File: src/rtl/ccc_cfg_pkg.sv
// ---------------------------------------------------------------------------
// ccc_cfg_pkg
// Shared definitions for the CCC dynamic-configuration controller:
//   - ccc_state_e : controller FSM encoding (also exported on the debug port)
//   - CCC_CFG_WIDTH : default length of the CCC dynamic configuration chain
//   - *_OFF / *_W : bit offset and width of each field inside the chain word.
//     Bit 0 of the word is the first bit shifted into the CCC.
// ---------------------------------------------------------------------------
package ccc_cfg_pkg;

  typedef enum logic [2:0] {
    ST_IDLE      = 3'd0,
    ST_SHIFT     = 3'd1,
    ST_UPDATE    = 3'd2,
    ST_WAIT_LOCK = 3'd3,
    ST_READY     = 3'd4
  } ccc_state_e;

  localparam int CCC_CFG_WIDTH = 81;

  // Reference and feedback dividers
  localparam int FINDIV_OFF  = 0;   localparam int FINDIV_W  = 7;
  localparam int FBDIV_OFF   = 7;   localparam int FBDIV_W   = 7;
  // Output dividers for GLA/GLB/GLC
  localparam int OADIV_OFF   = 14;  localparam int OADIV_W   = 5;
  localparam int OBDIV_OFF   = 19;  localparam int OBDIV_W   = 5;
  localparam int OCDIV_OFF   = 24;  localparam int OCDIV_W   = 5;
  // Output source muxes
  localparam int OAMUX_OFF   = 29;  localparam int OAMUX_W   = 3;
  localparam int OBMUX_OFF   = 32;  localparam int OBMUX_W   = 3;
  localparam int OCMUX_OFF   = 35;  localparam int OCMUX_W   = 3;
  // Feedback path select and delay
  localparam int FBSEL_OFF   = 38;  localparam int FBSEL_W   = 2;
  localparam int DLY_OFF     = 40;  localparam int DLY_W     = 5;
  localparam int XDLYSEL_OFF = 45;  localparam int XDLYSEL_W = 1;
  // Per-output PLL bypass (A, B, C)
  localparam int BYPASS_OFF  = 46;  localparam int BYPASS_W  = 3;
  // Bits 49..80 hold output delay taps and reserved bits, passed through as-is.

endpackage

File: src/rtl/ccc_dyncfg_ctrl_lock_filter.sv
// ---------------------------------------------------------------------------
// lock_filter
// Brings the asynchronous PLL lock into the FAB_CLK domain and qualifies it.
//   clk_i, rst_i    : block clock, async active-high reset
//   lock_i          : raw PLL lock (asynchronous)
//   clr_i           : holds the stable counter at zero
//   lock_sync_o     : lock after the 2-FF synchronizer
//   lock_drop_o     : synchronized lock will be low on the next cycle
//   lock_stable_o   : lock has been high LOCK_STABLE cycles as of next edge
// ---------------------------------------------------------------------------
module lock_filter #(
  parameter int LOCK_STABLE = 1024
) (
  input  logic clk_i,
  input  logic rst_i,
  input  logic lock_i,
  input  logic clr_i,
  output logic lock_sync_o,
  output logic lock_drop_o,
  output logic lock_stable_o
);

  localparam int CW = $clog2(LOCK_STABLE + 1);

  logic          meta_q;
  logic          sync_q;
  logic [CW-1:0] cnt_q, cnt_d;

  // Saturating count of consecutive synchronized-high cycles.
  always_comb begin
    cnt_d = cnt_q;
    if (clr_i || !sync_q) begin
      cnt_d = '0;
    end else if (cnt_q != CW'(LOCK_STABLE)) begin
      cnt_d = cnt_q + CW'(1);
    end
  end

  always_ff @(posedge clk_i or posedge rst_i) begin
    if (rst_i) begin
      meta_q <= 1'b0;
      sync_q <= 1'b0;
      cnt_q  <= '0;
    end else begin
      meta_q <= lock_i;
      sync_q <= meta_q;
      cnt_q  <= cnt_d;
    end
  end

  assign lock_sync_o = sync_q;
  // The first stage already holds the value sync_q takes next, so decisions
  // registered off it land in the same cycle the synchronized lock changes.
  assign lock_drop_o = ~meta_q;
  // Requiring the next synchronized value to be high makes a loss coinciding
  // with the threshold keep the controller waiting.
  assign lock_stable_o = sync_q && meta_q && (cnt_q >= CW'(LOCK_STABLE - 1));

endmodule

File: src/rtl/ccc_dyncfg_ctrl.sv
// ---------------------------------------------------------------------------
// ccc_dyncfg_ctrl
// Reprograms the CCC at run time: captures a configuration word, shifts it
// LSB-first into the CCC chain, strobes update, then waits for a stable PLL
// lock before flagging the clock as ready.
//   FAB_CLK, RESET   : block clock, async active-high reset
//   CFG_REQ/CFG_DATA : request and configuration word
//   CFG_ACK          : one-cycle pulse when CFG_DATA is captured
//   PLL_LOCK         : CCC lock (asynchronous)
//   SCLK/SDIN/SSHIFT/SUPDATE/MODE : CCC dynamic configuration interface
//   BUSY, CLK_READY, CFG_DONE, CFG_ERR : status
//   STATE_DBG        : current FSM state
//
// Handshake: CFG_REQ is a level held by the requester until it sees CFG_ACK.
// A request is accepted only when the controller is IDLE or READY; the word is
// captured on that edge and CFG_ACK is high for exactly the following cycle.
// Requests while BUSY are neither acknowledged nor captured.
// ---------------------------------------------------------------------------
module ccc_dyncfg_ctrl
  import ccc_cfg_pkg::*;
#(
  parameter int CFG_WIDTH    = CCC_CFG_WIDTH,
  parameter int SCLK_DIV     = 4,
  parameter int LOCK_STABLE  = 1024,
  parameter int LOCK_TIMEOUT = 65535
) (
  input  logic                 FAB_CLK,
  input  logic                 RESET,
  input  logic                 CFG_REQ,
  input  logic [CFG_WIDTH-1:0] CFG_DATA,
  output logic                 CFG_ACK,
  input  logic                 PLL_LOCK,
  output logic                 SCLK,
  output logic                 SDIN,
  output logic                 SSHIFT,
  output logic                 SUPDATE,
  output logic                 MODE,
  output logic                 BUSY,
  output logic                 CLK_READY,
  output logic                 CFG_DONE,
  output logic                 CFG_ERR,
  output ccc_state_e           STATE_DBG
);

  localparam int BIT_W = $clog2(CFG_WIDTH + 1);
  localparam int PH_W  = $clog2(2 * SCLK_DIV + 1);
  localparam int TMO_W = $clog2(LOCK_TIMEOUT + 1);

  ccc_state_e           state_q, state_d;
  logic [PH_W-1:0]      phase_q, phase_d;
  logic [BIT_W-1:0]     bit_q, bit_d;
  logic [CFG_WIDTH-1:0] shreg_q, shreg_d;
  logic [TMO_W-1:0]     tmo_q, tmo_d;
  logic sclk_q, sclk_d, sdin_q, sdin_d, sshift_q, sshift_d, supdate_q, supdate_d;
  logic mode_q, mode_d, busy_q, busy_d, rdy_q, rdy_d;
  logic ack_q, ack_d, done_q, done_d, err_q, err_d;

  logic lock_sync, lock_drop, lock_stable, lock_fall, stb_clr;

  // The stable count only means something while waiting for lock.
  assign stb_clr = (state_q != ST_WAIT_LOCK);

  lock_filter #(
    .LOCK_STABLE(LOCK_STABLE)
  ) u_lock_filter (
    .clk_i        (FAB_CLK),
    .rst_i        (RESET),
    .lock_i       (PLL_LOCK),
    .clr_i        (stb_clr),
    .lock_sync_o  (lock_sync),
    .lock_drop_o  (lock_drop),
    .lock_stable_o(lock_stable)
  );

  assign lock_fall = lock_sync & lock_drop;

  always_comb begin
    state_d   = state_q;
    phase_d   = phase_q;
    bit_d     = bit_q;
    shreg_d   = shreg_q;
    tmo_d     = tmo_q;
    sclk_d    = sclk_q;
    sdin_d    = sdin_q;
    sshift_d  = sshift_q;
    supdate_d = supdate_q;
    mode_d    = mode_q;
    ack_d     = 1'b0;
    done_d    = 1'b0;
    err_d     = 1'b0;

    unique case (state_q)
      ST_IDLE, ST_READY: begin
        // A request beats a simultaneous lock loss in READY.
        if (CFG_REQ) begin
          state_d   = ST_SHIFT;
          ack_d     = 1'b1;
          sdin_d    = CFG_DATA[0];
          shreg_d   = {1'b0, CFG_DATA[CFG_WIDTH-1:1]};
          sclk_d    = 1'b0;
          sshift_d  = 1'b1;
          mode_d    = 1'b1;
          phase_d   = '0;
          bit_d     = '0;
        end else if (state_q == ST_READY && lock_fall) begin
          state_d = ST_WAIT_LOCK;
          tmo_d   = '0;
        end
      end

      ST_SHIFT: begin
        // Each bit: SCLK low for SCLK_DIV cycles, then high for SCLK_DIV.
        // SDIN only moves when SCLK drops, so it is settled at the rise.
        if (phase_q == PH_W'(SCLK_DIV - 1)) begin
          phase_d = '0;
          if (!sclk_q) begin
            sclk_d = 1'b1;
          end else begin
            bit_d  = bit_q + BIT_W'(1);
            sclk_d = 1'b0;
            if (bit_d == BIT_W'(CFG_WIDTH)) begin
              state_d   = ST_UPDATE;
              sshift_d  = 1'b0;
              supdate_d = 1'b1;
            end else begin
              sdin_d  = shreg_q[0];
              shreg_d = {1'b0, shreg_q[CFG_WIDTH-1:1]};
            end
          end
        end else begin
          phase_d = phase_q + PH_W'(1);
        end
      end

      ST_UPDATE: begin
        if (phase_q == PH_W'(2 * SCLK_DIV - 1)) begin
          phase_d   = '0;
          supdate_d = 1'b0;
          state_d   = ST_WAIT_LOCK;
          tmo_d     = '0;
        end else begin
          phase_d = phase_q + PH_W'(1);
        end
      end

      ST_WAIT_LOCK: begin
        if (lock_stable) begin
          state_d = ST_READY;
          done_d  = 1'b1;
        end else if (tmo_q >= TMO_W'(LOCK_TIMEOUT - 1)) begin
          state_d = ST_IDLE;
          err_d   = 1'b1;
        end else if (tmo_q != TMO_W'(LOCK_TIMEOUT)) begin
          tmo_d = tmo_q + TMO_W'(1);
        end
      end

      default: state_d = ST_IDLE;
    endcase

    busy_d = (state_d != ST_IDLE) && (state_d != ST_READY);
    rdy_d  = (state_d == ST_READY);
  end

  always_ff @(posedge FAB_CLK or posedge RESET) begin
    if (RESET) begin
      state_q   <= ST_IDLE;
      phase_q   <= '0;
      bit_q     <= '0;
      shreg_q   <= '0;
      tmo_q     <= '0;
      sclk_q    <= 1'b0;
      sdin_q    <= 1'b0;
      sshift_q  <= 1'b0;
      supdate_q <= 1'b0;
      mode_q    <= 1'b0;
      busy_q    <= 1'b0;
      rdy_q     <= 1'b0;
      ack_q     <= 1'b0;
      done_q    <= 1'b0;
      err_q     <= 1'b0;
    end else begin
      state_q   <= state_d;
      phase_q   <= phase_d;
      bit_q     <= bit_d;
      shreg_q   <= shreg_d;
      tmo_q     <= tmo_d;
      sclk_q    <= sclk_d;
      sdin_q    <= sdin_d;
      sshift_q  <= sshift_d;
      supdate_q <= supdate_d;
      mode_q    <= mode_d;
      busy_q    <= busy_d;
      rdy_q     <= rdy_d;
      ack_q     <= ack_d;
      done_q    <= done_d;
      err_q     <= err_d;
    end
  end

  assign SCLK      = sclk_q;
  assign SDIN      = sdin_q;
  assign SSHIFT    = sshift_q;
  assign SUPDATE   = supdate_q;
  assign MODE      = mode_q;
  assign BUSY      = busy_q;
  assign CLK_READY = rdy_q;
  assign CFG_ACK   = ack_q;
  assign CFG_DONE  = done_q;
  assign CFG_ERR   = err_q;
  assign STATE_DBG = state_q;

endmodule

File: config.mk
export PLATFORM = sky130hd
export DESIGN_NAME = ccc_dyncfg_ctrl
export DESIGN_NICKNAME = d
export VERILOG_FILES = /design/src/rtl/ccc_cfg_pkg.sv /design/src/rtl/ccc_dyncfg_ctrl_lock_filter.sv /design/src/rtl/ccc_dyncfg_ctrl.sv
export SDC_FILE = /design/constraint.sdc
export NUM_CORES = 1
export LEC_CHECK = 0
export BUFFER_PORTS_ARGS = -buffer_cell sky130_fd_sc_hd__buf_4
export CORE_ASPECT_RATIO = 0.5
export CORE_UTILIZATION = 45
export DETAILED_ROUTE_END_ITERATION = 7
export PLACE_DENSITY_LB_ADDON = 0.05
export SLEW_MARGIN = 10
export SYNTH_ARGS = -nofsm -noshare
export SYNTH_HDL_FRONTEND = slang
export SYNTH_SLANG_ARGS = --single-unit
File: constraint.sdc
create_clock -name FAB_CLK -period 5.2 [get_ports FAB_CLK]
set_input_delay 0.26 -clock FAB_CLK [delete_from_list [all_inputs] [get_ports FAB_CLK]]
set_output_delay 0.26 -clock FAB_CLK [all_outputs]
set_load 0.1 [all_outputs]
==> impl_metrics.csv <==
group,metric,value,unit
yosys,yosys.area.top_type,"dfrtp_1",
setup_path,cpMaxStageDelayCell,"nand2_2",
setup_path,cp-start-kind,"flip-flop",
power,p_leak,3.55,nW
yosys,synth_sequential_area_ratio,53.7,%
setup_path,crit_family,"simple AND/OR/NAND/NOR gates",
yosys,netlist_instances,579,
sta,worst_slew_pin_slew,1190,ps
sta,fin_worst_skew,12.3,ps
layout,fin_cells,841,
yosys,synth_ff_type,"dfrtp_1",
clocking,clk_pin_slew,60,ps
power,ir_drop,0.226,mV
sta,fin_crit,3250,ps
drt,dr_total_vias,4918,
place,routabilityCongestion,0.794,
yosys,synth-edff-count,0,
place,dpl.hpwl,8670,um
yosys,yosysMostFrequentCell,"dfrtp_1",
drt,firstDrtPassIters,4,
layout,finalNetCount,751,
place,place_area,7020,um2
global_route,grt_pass1_vias,4779,
global_route,antenna_found_initial,0,
clocking,numCtsBuffers,17,
global_route,grt_pass1_wl,23800,um
sta,tns,0,ps
global_route,grt_overflow,0,
floorplan,die_w,168,um
floorplan,die_height,85.0,um
setup_path,end_kind,"flip-flop",
job,cap_violations,0,
sta,hold_viol,0,
clocking,cts-root-buf,"clkbuf_16",
global_route,grt_start_max_net_pins,85,
sta,finalCritPeriodShare,62.5,%
floorplan,core,13100,um2
setup_path,path_class,"reg -> reg",
drt,wl_per_cell,16.9,um
setup_path,crit_path_max_fanout,60,
sta,rsz0062_at_grt,"no",
layout,final_core_util,58.7,%
layout,n_antenna_cell,0,
setup_path,crit_arrival,3530,ps
yosys,syn-num-nets,671,
floorplan,die_area,14300,um2
clocking,cts.sinks,133,
sta,timing.hold.ws,51.5,ps
drt,ant_nets,0,
floorplan,pin_count,98,
floorplan,rows,29,
worst_hold_path,hold_class,"in -> reg",
sta,slew_viol_final,0,
clocking,cts.htree.levels,4,
sta,maxSlewHeadroom,20.1,%
setup_path,slowest_delay,1080,ps
layout,drive_gt1_share,22.7,%
power,power_density,316,nW/um2
clocking,holdBufCountCts,2,
clocking,post-cts-setup-buffers,0,
setup_path,cp_cell_sequence,"ha_1 > nor3b_2 > nand3_1 > nand2_2 > buf_4 > a2bb2oi_1",
layout,synthToLayoutAreaGrowth,23.6,%
layout,final_cell_area,7670,um2
yosys,yosys_register_bits,133,
drt,routed_wl,14200,um
yosys,ys_async_sr_fraction,100,%
sta,fmax,0.308,GHz
setup_path,worst-path-buf-inv,1,
clocking,clk_latency,410,ps
yosys,syn_area,6200,um2
clocking,clockBufferDepth,2,
run_status,outcome,"finished clean",
yosys,synth_cell_type_count,51,
yosys,synth_area_leaders,"dfrtp_1 54%, a2bb2oi_1 11%, o22ai_1 8.2%",
setup_path,critPathRequiredTime,5480,ps
yosys,synth_top_area_share,53.7,%
clocking,post_cts_resized,0,
place,dp.cells,808,
place,numPortBuffers,97,
drt,drc,0,
drt,vias_per_cell,5.85,
yosys,synth_warnings,0,
yosys,avgSynthCellArea,10.7,um2
global_route,gr-usage-all-layers,20.9,%
drt,drtIter0Drc,327,
clocking,cts_tree,"yes",
floorplan,start_util,47.5,%
sta,setup_viol_count_final,0,
yosys,synth_commonest_cells,"133 x dfrtp_1, 81 x o22ai_1, 80 x a2bb2oi_1, 35 x nor2_1",
-- layout make-up --
cell class                 count  area (um2)
fill                        1157        5390
clock buffer                  17         425
multi-input combinational    390        2660
sequential                   133        3330
tap                          170         213
timing repair buffer         105         793
clock inverter                14         203
inverter                      12        50.0
-- routing by layer --
metal / vias to the layer above / wire [um] / track usage [%]
met4: 0 / 112 / 6.26
met5: - / 0 / 0
met2: 103 / 6300 / 31.9
met1: 2419 / 7110 / 29.5
met3: 11 / 691 / 5.46
li1: 2385 / - / -
-- final timing paths --
path / cells past startpoint / start / end / slack, ps
setup / recovery: 6 / phase_q[1] / shreg_q[66] / 1950
min in group asynchronous: 3 / RESET / tmo_q[0] / 510
max in group asynchronous: 4 / RESET / shreg_q[69] / 3420
setup reg to reg: 6 / phase_q[1] / shreg_q[66] / 1950
hold / removal: 3 / CFG_DATA[80] / shreg_q[79] / 50
hold reg to reg: 0 / u_lock_filter.meta_q / u_lock_filter.lock_sync_o / 430
-- worst reg2reg max path, cell delays in order, from the launching register on --
cell and delay [ps]:
dfrtp_1 390, ha_1 290, nor3b_2 330, nand3_1 490, nand2_2 1080, buf_4 430, a2bb2oi_1 110
-- cell families after synthesis --
kind of cell / count (synthesis) / synth area share [%]
AO/OA/AOI/OAI: 212 / 24.6
XOR/XNOR: 22 / 3.11
AND/OR/NAND/NOR: 147 / 13.1
flip-flops: 133 / 53.7
adder cells (fa/ha/maj): 7 / 1.41
buffers and inverters: 56 / 3.79
multiplexers: 2 / 0.343
-- per-stage QoR --
stage / setup slack [ps] / total power, mW
2_1_floorplan: 1390 / 1.10
3_3_place_gp: 1990 / 1.17
3_5_place_dp: 1980 / 1.17
4_1_cts: 1940 / 2.45
5_1_grt: 1710 / 2.51
6_report: 1950 / 2.43
-- flip-flops by register name (all words and copies together) (netlist names), 3 cells and up --
name and cells:
tmo_q 16, u_lock_filter.cnt_q 11, shreg_q 80, phase_q 4
STATE_DBG 3, bit_q 7
-- report_power, final --
group	switching (mW)	internal (mW)
sequential	0.00341	1.04
combinational	0.0466	0.0609
clock	0.470	0.807
total	0.520	1.91
-- layout by cell type (no fill, tap or decap), types with 3 or more instances in the layout --
master        n
nor3_1        3
o31ai_1       5
and4_1        4
inv_6         3
nor2_1       35
buf_4       103
nand3_1      27
dfrtp_1     133
or4_1         3
clkbuf_16    17
a21oi_1      12
ha_1          7
xor2_1        8
or3_1         5
xnor2_1      14
nor4_1        7
nand3b_1      3
bufinv_16     4
o21ai_0      19
or2_2         3
inv_1        10
and3_1        3
clkinvlp_4    3
o22ai_1      81
nand2_1      26
nand2b_1      4
a2bb2oi_1    80
clkinv_4      3
nand4_1       9
Power figures use the tool's default switching activity.
